$ cat src/rtl/queue_serializer_if.sv
// Queue-side pop interface plus serial line and frame status of the byte serializer.
// master = serializer side, slave = queue/consumer side.
interface queue_serializer_if;
  logic       en;
  logic       q_empty;
  logic [7:0] q_data;
  logic       q_dequeue;
  logic       tx;
  logic       busy;
  logic       frame_done;
  logic [7:0] frame_count;

  modport master (
    input  en, q_empty, q_data,
    output q_dequeue, tx, busy, frame_done, frame_count
  );

  modport slave (
    output en, q_empty, q_data,
    input  q_dequeue, tx, busy, frame_done, frame_count
  );
endinterface

$ cat src/rtl/queue_serializer.sv
// Pops bytes from the queue and sends start/8 data LSB-first/optional even parity/stop on tx;
// 3 edges from sampling a non-empty queue to tx falling; waits in IDLE while en=0 or queue empty.
module queue_serializer #(
  parameter int CLKS_PER_BIT = 4,
  parameter bit PARITY_EN    = 1'b0
) (
  input  logic               clk,
  input  logic               rst,
  queue_serializer_if.master bus
);
  typedef enum logic [2:0] {IDLE, REQ, WAIT, START, DATA, PARITY, STOP} state_t;

  localparam logic [7:0] LAST_CYC = 8'(CLKS_PER_BIT - 1);

  state_t     state_q, state_d;
  logic [7:0] cyc_q, cyc_d;
  logic [2:0] bit_q, bit_d;
  logic [7:0] shift_q, shift_d;
  logic       par_q, par_d;
  logic       tx_q, tx_d;
  logic       deq_q, deq_d;
  logic       busy_q, busy_d;
  logic       done_q, done_d;
  logic [7:0] cnt_q, cnt_d;

  logic last_cyc;
  logic start_ok;

  assign last_cyc = (cyc_q == LAST_CYC);
  assign start_ok = bus.en && !bus.q_empty;

  always_comb begin
    state_d = state_q;
    cyc_d   = cyc_q;
    bit_d   = bit_q;
    shift_d = shift_q;
    par_d   = par_q;
    tx_d    = tx_q;
    deq_d   = 1'b0;
    busy_d  = busy_q;
    done_d  = 1'b0;
    cnt_d   = cnt_q;
    case (state_q)
      IDLE: begin
        tx_d   = 1'b1;
        busy_d = 1'b0;
        if (start_ok) begin
          state_d = REQ;
          deq_d   = 1'b1;
          busy_d  = 1'b1;
        end
      end
      REQ: state_d = WAIT;
      // The queue presented the popped byte at the REQ->WAIT edge.
      WAIT: begin
        state_d = START;
        shift_d = bus.q_data;
        par_d   = ^bus.q_data;
        tx_d    = 1'b0;
        cyc_d   = 8'd0;
      end
      START: begin
        if (last_cyc) begin
          state_d = DATA;
          cyc_d   = 8'd0;
          bit_d   = 3'd0;
          tx_d    = shift_q[0];
        end else begin
          cyc_d = cyc_q + 8'd1;
        end
      end
      DATA: begin
        if (last_cyc) begin
          cyc_d = 8'd0;
          if (bit_q == 3'd7) begin
            if (PARITY_EN) begin
              state_d = PARITY;
              tx_d    = par_q;
            end else begin
              state_d = STOP;
              tx_d    = 1'b1;
            end
          end else begin
            bit_d   = bit_q + 3'd1;
            shift_d = {1'b0, shift_q[7:1]};
            tx_d    = shift_q[1];
          end
        end else begin
          cyc_d = cyc_q + 8'd1;
        end
      end
      PARITY: begin
        if (last_cyc) begin
          state_d = STOP;
          cyc_d   = 8'd0;
          tx_d    = 1'b1;
        end else begin
          cyc_d = cyc_q + 8'd1;
        end
      end
      STOP: begin
        if (last_cyc) begin
          cyc_d  = 8'd0;
          done_d = 1'b1;
          cnt_d  = cnt_q + 8'd1;
          if (start_ok) begin
            state_d = REQ;
            deq_d   = 1'b1;
          end else begin
            state_d = IDLE;
            busy_d  = 1'b0;
          end
        end else begin
          cyc_d = cyc_q + 8'd1;
        end
      end
      default: state_d = IDLE;
    endcase
  end

  always_ff @(posedge clk) begin
    if (!rst) begin
      state_q <= IDLE;
      cyc_q   <= 8'd0;
      bit_q   <= 3'd0;
      shift_q <= 8'd0;
      par_q   <= 1'b0;
      tx_q    <= 1'b1;
      deq_q   <= 1'b0;
      busy_q  <= 1'b0;
      done_q  <= 1'b0;
      cnt_q   <= 8'd0;
    end else begin
      state_q <= state_d;
      cyc_q   <= cyc_d;
      bit_q   <= bit_d;
      shift_q <= shift_d;
      par_q   <= par_d;
      tx_q    <= tx_d;
      deq_q   <= deq_d;
      busy_q  <= busy_d;
      done_q  <= done_d;
      cnt_q   <= cnt_d;
    end
  end

  assign bus.q_dequeue   = deq_q;
  assign bus.tx          = tx_q;
  assign bus.busy        = busy_q;
  assign bus.frame_done  = done_q;
  assign bus.frame_count = cnt_q;
endmodule
$ cat src/flat_wrapper.sv
// flat-port wrapper written by rule: the top's interface ports become plain ports
module queue_serializer_flat 
#(
  parameter int CLKS_PER_BIT = 4,
  parameter bit PARITY_EN    = 1'b0
)
  (clk, rst, bus_en, bus_q_empty, bus_q_data, bus_q_dequeue, bus_tx, bus_busy, bus_frame_done, bus_frame_count);
  queue_serializer_if bus_i ();
  input  logic clk;
  input  logic rst;
  input wire logic [$bits(bus_i.en)-1:0] bus_en;
  input wire logic [$bits(bus_i.q_empty)-1:0] bus_q_empty;
  input wire logic [$bits(bus_i.q_data)-1:0] bus_q_data;
  output wire logic [$bits(bus_i.q_dequeue)-1:0] bus_q_dequeue;
  output wire logic [$bits(bus_i.tx)-1:0] bus_tx;
  output wire logic [$bits(bus_i.busy)-1:0] bus_busy;
  output wire logic [$bits(bus_i.frame_done)-1:0] bus_frame_done;
  output wire logic [$bits(bus_i.frame_count)-1:0] bus_frame_count;
  assign bus_i.en = bus_en;
  assign bus_i.q_empty = bus_q_empty;
  assign bus_i.q_data = bus_q_data;
  assign bus_q_dequeue = bus_i.q_dequeue;
  assign bus_tx = bus_i.tx;
  assign bus_busy = bus_i.busy;
  assign bus_frame_done = bus_i.frame_done;
  assign bus_frame_count = bus_i.frame_count;
  queue_serializer #(.CLKS_PER_BIT(CLKS_PER_BIT), .PARITY_EN(PARITY_EN)) u_core (.clk(clk), .rst(rst), .bus(bus_i));
endmodule
$ cat config.mk
export PLATFORM = sky130hd
export DESIGN_NAME = queue_serializer_flat
export DESIGN_NICKNAME = d
export VERILOG_FILES = /design/src/rtl/queue_serializer_if.sv /design/src/rtl/queue_serializer.sv /design/src/flat_wrapper.sv
export SDC_FILE = /design/constraint.sdc
export NUM_CORES = 1
export LEC_CHECK = 0
export CAP_MARGIN = 20
export CORE_AREA = 4 4 57 69
export DETAILED_ROUTE_END_ITERATION = 10
export DIE_AREA = 0 0 61 73
export PLACE_DENSITY = 0.81
export SLEW_MARGIN = 20
export SYNTH_ARGS = -nofsm -noshare
export SYNTH_HDL_FRONTEND = slang
export SYNTH_SLANG_ARGS = --single-unit
$ cat constraint.sdc
create_clock -name clk -period 4 [get_ports clk]
set_input_delay 0.6 -clock clk [delete_from_list [all_inputs] [get_ports clk]]
set_output_delay 0.6 -clock clk [all_outputs]
set_load 0.01 [all_outputs]
Word level (Yosys, flattened, before mapping)
Index checks and enable logic that the tools add are counted.
- add/subtract/negate cells: 3
- multiply operators: 0
- div/mod/pow operators: 0
- order comparisons: 0
- eq/ne operators: 16
- shift operators: 0
- muxes and demuxes: 29
- bitwise gates (word level): 0
- reductions and logical operators: 16
- operators with widths (kind ; count):
    $pmux W8 S2 ; 2
    $mux W3 ; 9
    $mux W8 ; 3
    $pmux W3 S7 ; 1
    $add A8 B1 Y8 const B ; 2
    $eq A3 B3 Y1 const B ; 4
    $ne A2 B1 Y1 const B ; 6
    $mux W1 ; 10
    $eq A8 B2 Y1 const B ; 1
    $reduce_and A4 Y1 ; 2
    $reduce_bool A2 Y1 ; 4
    $eq A3 B2 Y1 const B ; 2
    $pmux W3 S2 ; 1
    $reduce_and A3 Y1 ; 2
    $reduce_and A6 Y1 ; 1
    $pmux W1 S5 ; 1
    $reduce_bool A5 Y1 ; 1
    $ne A2 B2 Y1 const B ; 2
    $pmux W1 S2 ; 2
    $reduce_and A2 Y1 ; 2
    $reduce_or A4 Y1 ; 1
    $add A3 B1 Y3 const B ; 1
    $eq A3 B1 Y1 const B ; 1
    $logic_not A3 Y1 ; 1
    other kinds (2) ; 2
- register bits: 34
- latch bits: 0
- bits in writable memories: 0
- ROM bits: 0
- input bits: 12
- output and inout bits: 12
- word-level logic and storage cells: 73
- memories: 0

Depth between registers and ports, before layout
- depth in word-level cells: 5
- gate-level depth with buffers: 7
- mapped depth without buffers: 6

Worst setup path after synthesis
No wires, ideal clock.
- path kind: register to register
- start: reg u_core.cyc_q[0]
- end: reg u_core.shift_q[2]
- library setup time: 121 ps
- data arrival time: 2053 ps
- required time: 3879 ps
- slack: 1825 ps
- stages on the path, launching flop included: 8
- path buffers: 2
- period minus slack after synthesis: 2175 ps
- path through: dfxtp_1 -> ha_1 -> or4b_4 -> buf_6 -> nor4_4 -> or2_1 -> buf_6 -> mux2_4
- cells in the longest elaborated chain, start to end: 3
- RTL lines (element ; RTL line ; text):
    from (decl) ; queue_serializer.sv:16 ; logic [7:0] cyc_q, cyc_d;
    from (signal assigned) ; queue_serializer.sv:135 ; cyc_q <= cyc_d;
    $eq A8 B2 Y1 ; queue_serializer.sv:29 ; assign last_cyc = (cyc_q == LAST_CYC);
    $ne A2 B1 Y1 (no line) ; -- ;
    $reduce_and A3 Y1 (no line) ; -- ;
    to (signal assigned) ; queue_serializer.sv:137 ; shift_q <= shift_d;
    to (decl) ; queue_serializer.sv:18 ; logic [7:0] shift_q, shift_d;
Every way passes these cells.
A chain may end at the register's enable or synchronous reset.

Final worst setup path
Ends and elaborated chain as after synthesis.

==> flow_summary.json <==
{
  "final_util": 0.6533,
  "synth_edf_count": 0,
  "diodes": 0,
  "status": "complete, no violations",
  "clkTransAtPathRegs_ns": 0.07,
  "port_buffers": 23,
  "yosys-top-cells-area": "dfxtp_1 36%, nand2_1 5.4%, mux2i_1 4.2%",
  "drtAntennaViolNets": 0,
  "io_pins": 24,
  "path_class": "flip-flop to flip-flop",
  "clk_path_buf_depth": 2,
  "min-delay-path-class": "flip-flop to flip-flop",
  "via_count": 1596,
  "die_x_um": 61,
  "netlist_instances": 217,
  "overflow": 0,
  "final.setup_skew_ns": 0.005902,
  "max_slew_margin": 0.5965,
  "power_density_nw_per_um2": 322.8,
  "yosysMostFrequentCell": "dfxtp_1",
  "power_w": 0.0006918,
  "max_freq_ghz": 0.4073,
  "hold_viol": 0,
  "tightest_slew_ns": 0.5969,
  "syn_to_final_growth_pct": 13.75,
  "startpoint_type": "flip-flop",
  "timing.rr.start": "u_core.cyc_q[0]",
  "async_flop_share": 0,
  "ir_drop_mv": 0.2831,
  "cts_hold_buf": 0,
  "antenna_found_initial": 0,
  "busiest_layer": "met2",
  "drt_iter0_drc": 85,
  "grt_pass1_vias": 1523,
  "drc": 0,
  "setup_tns_ns": 0,
  "synth_top_area_frac": 0.3612,
  "cap_viol_max_count": 0,
  "wire_per_inst_um": 14.11,
  "gp_congestion": 0.8336,
  "finalNetCount": 248,
  "syn_avg_cell_area_um2": 8.683,
  "yosys_most_used_dff": "dfxtp_1",
  "met3_usage": 0.06018,
  "rr_endpoint": "u_core.shift_q[2]",
  "cts_tree": "yes",
  "finalSetupViolCount": 0,
  "num_rows": 23,
  "arrival_ns": 2.63,
  "hp-start": "u_core.shift_q[6]",
  "yosysWarnings": 0,
  "ff2ff_path_depth": 5,
  "cts_root_buf": "clkbuf_8",
  "whs_endpoint": "u_core.shift_q[6]",
  "first_pass_iters": 4,
  "r2r_slack_ns": 1.54,
  "place_area_um2": 2067,
  "clkLatencyLatePin_ns": 0.29,
  "dp_hpwl_um": 2700,
  "numCtsBuffers": 5,
  "period_needed_ns": 2.455,
  "synth_cell_type_count": 53,
  "fin_area_um2": 2143,
  "clock-sinks": 34,
  "grt_max_degree": 24,
  "ys_seq_elements": 34,
  "cts_max_level": 2,
  "cp_max_fo": 8,
  "drt-total-wl_um": 3795,
  "holdPathStages": 2,
  "yosys-top-cells-count": "34 x dfxtp_1, 27 x nand2_1, 12 x nor2_1",
  "grt_use_met2": 0.3246,
  "ys_seq_area_frac": 0.3612,
  "slew_viol_final": 0,
  "cp-end-kind": "flip-flop",
  "initial_utilization": 0.5744,
  "synthesis.nets": 233,
  "post-cts-setup-buffers": 0,
  "fp.coreArea_um2": 3281,
  "cts_resized": 0,
  "global_route.usage.met1": 0.2261,
  "period_share": 0.6138,
  "grt_usage": 0.1984,
  "syn_area_um2": 1884,
  "die-height_um": 73,
  "grt_pass1_wl_um": 6603,
  "yosysTopAreaCell": "dfxtp_1",
  "cp.required_ns": 4.18,
  "dieArea_um2": 4453,
  "drive_above_1_share": 0.1207,
  "leakage_nw": 0.7845,
  "vias_per_cell": 5.933,
  "rsz0062_at_grt": "no"
}
-- state kept, by name, summed over array words and instances, names as in the netlist --
register and count:
u_core.bus.busy 1, u_core.bit_q 3, u_core.shift_q 8, u_core.cyc_q 8
u_core.bus.frame_count 8, u_core.state_q 3, u_core.bus.frame_done 1, u_core.bus.tx 1
u_core.bus.q_dequeue 1
-- layer usage --
metal | wire length [um] | share of wire
met2 | 1911 | 0.50
met5 | 0 | 0
met4 | 80 | 0.021
met3 | 168 | 0.044
met1 | 1634 | 0.43
-- where the power goes --
group	switching, W	internal [W]
clock	0.000118	0.000120
sequential	0.0000194	0.000352
combinational	0.0000392	0.0000432
total	0.000177	0.000515
-- cell usage in the layout (no fill, tap or decap), types with 2 or more instances in the layout --
master            n
dfxtp_1          34
nand2_1          27
clkdlybuf4s50_1  23
nor2_1           12
o21ai_0          11
nand3_1           9
a21oi_1           9
mux2i_1           8
nand4_1           6
mux2_2            6
nand2b_1          5
nor3_1            5
clkbuf_8          5
or3_1             4
inv_1             4
xnor2_1           4
nor4_1            4
ha_1              4
a31o_2            3
xor2_1            3
a31oi_1           3
and3_2            2
and3b_1           2
a21boi_0          2
and3_1            2
a21o_1            2
nor2b_1           2
a211o_1           2
nor3b_1           2
clkbuf_1          2
buf_4             2
-- metrics by stage --
stage	cells	worst slack (ns)	hold slack [ns]
floorplan	217	1.825	0.4322
global placement	262	1.624	0.4459
detailed placement	262	1.568	0.4500
CTS	269	1.559	0.4588
global route	269	1.393	0.4804
finish	269	1.545	0.4597
-- critical path, cell delays in order (launching register included) --
cell     delay, ns
dfxtp_1       0.43
ha_1          0.25
or4b_4        0.57
nor4_4        0.33
or2_1         0.42
mux2_4        0.34
-- how the worst max path moves through the flow --
stage	start	to	cells after the start
after global routing	u_core.cyc_q[0]	u_core.shift_q[2]	5
after CTS	u_core.cyc_q[0]	u_core.shift_q[2]	5
after floorplan	u_core.cyc_q[0]	u_core.shift_q[2]	7
final	u_core.cyc_q[0]	u_core.shift_q[2]	5
after global placement	u_core.cyc_q[0]	u_core.shift_q[2]	5
after detailed placement	u_core.cyc_q[0]	u_core.shift_q[2]	5
-- kinds of logic (layout without fill, tap and decap cells) --
kind of cell               after synthesis  after routing  synth area share
xor gates and xnor gates                 7              7           0.03254
buffers and inverters                   21             36           0.06573
AOI/OAI and AO/OA                       45             45            0.1647
adders and majority gates                4              4           0.02656
and+or+nand+nor                         91             91            0.2629
DFF                                     34             34            0.3612
muxes                                   15             15           0.08632
-- area by class of cell --
type                            count  area (um^2)
Clock buffer                        7        76.32
Tap cell                           37        46.29
Timing Repair Buffer               25        245.2
Inverter                            4        15.01
Sequential cell                    34        680.7
Fill cell                         293         1137
Multi-Input combinational cell    162         1080
No activity file was read; power rests on OpenSTA's default activity.
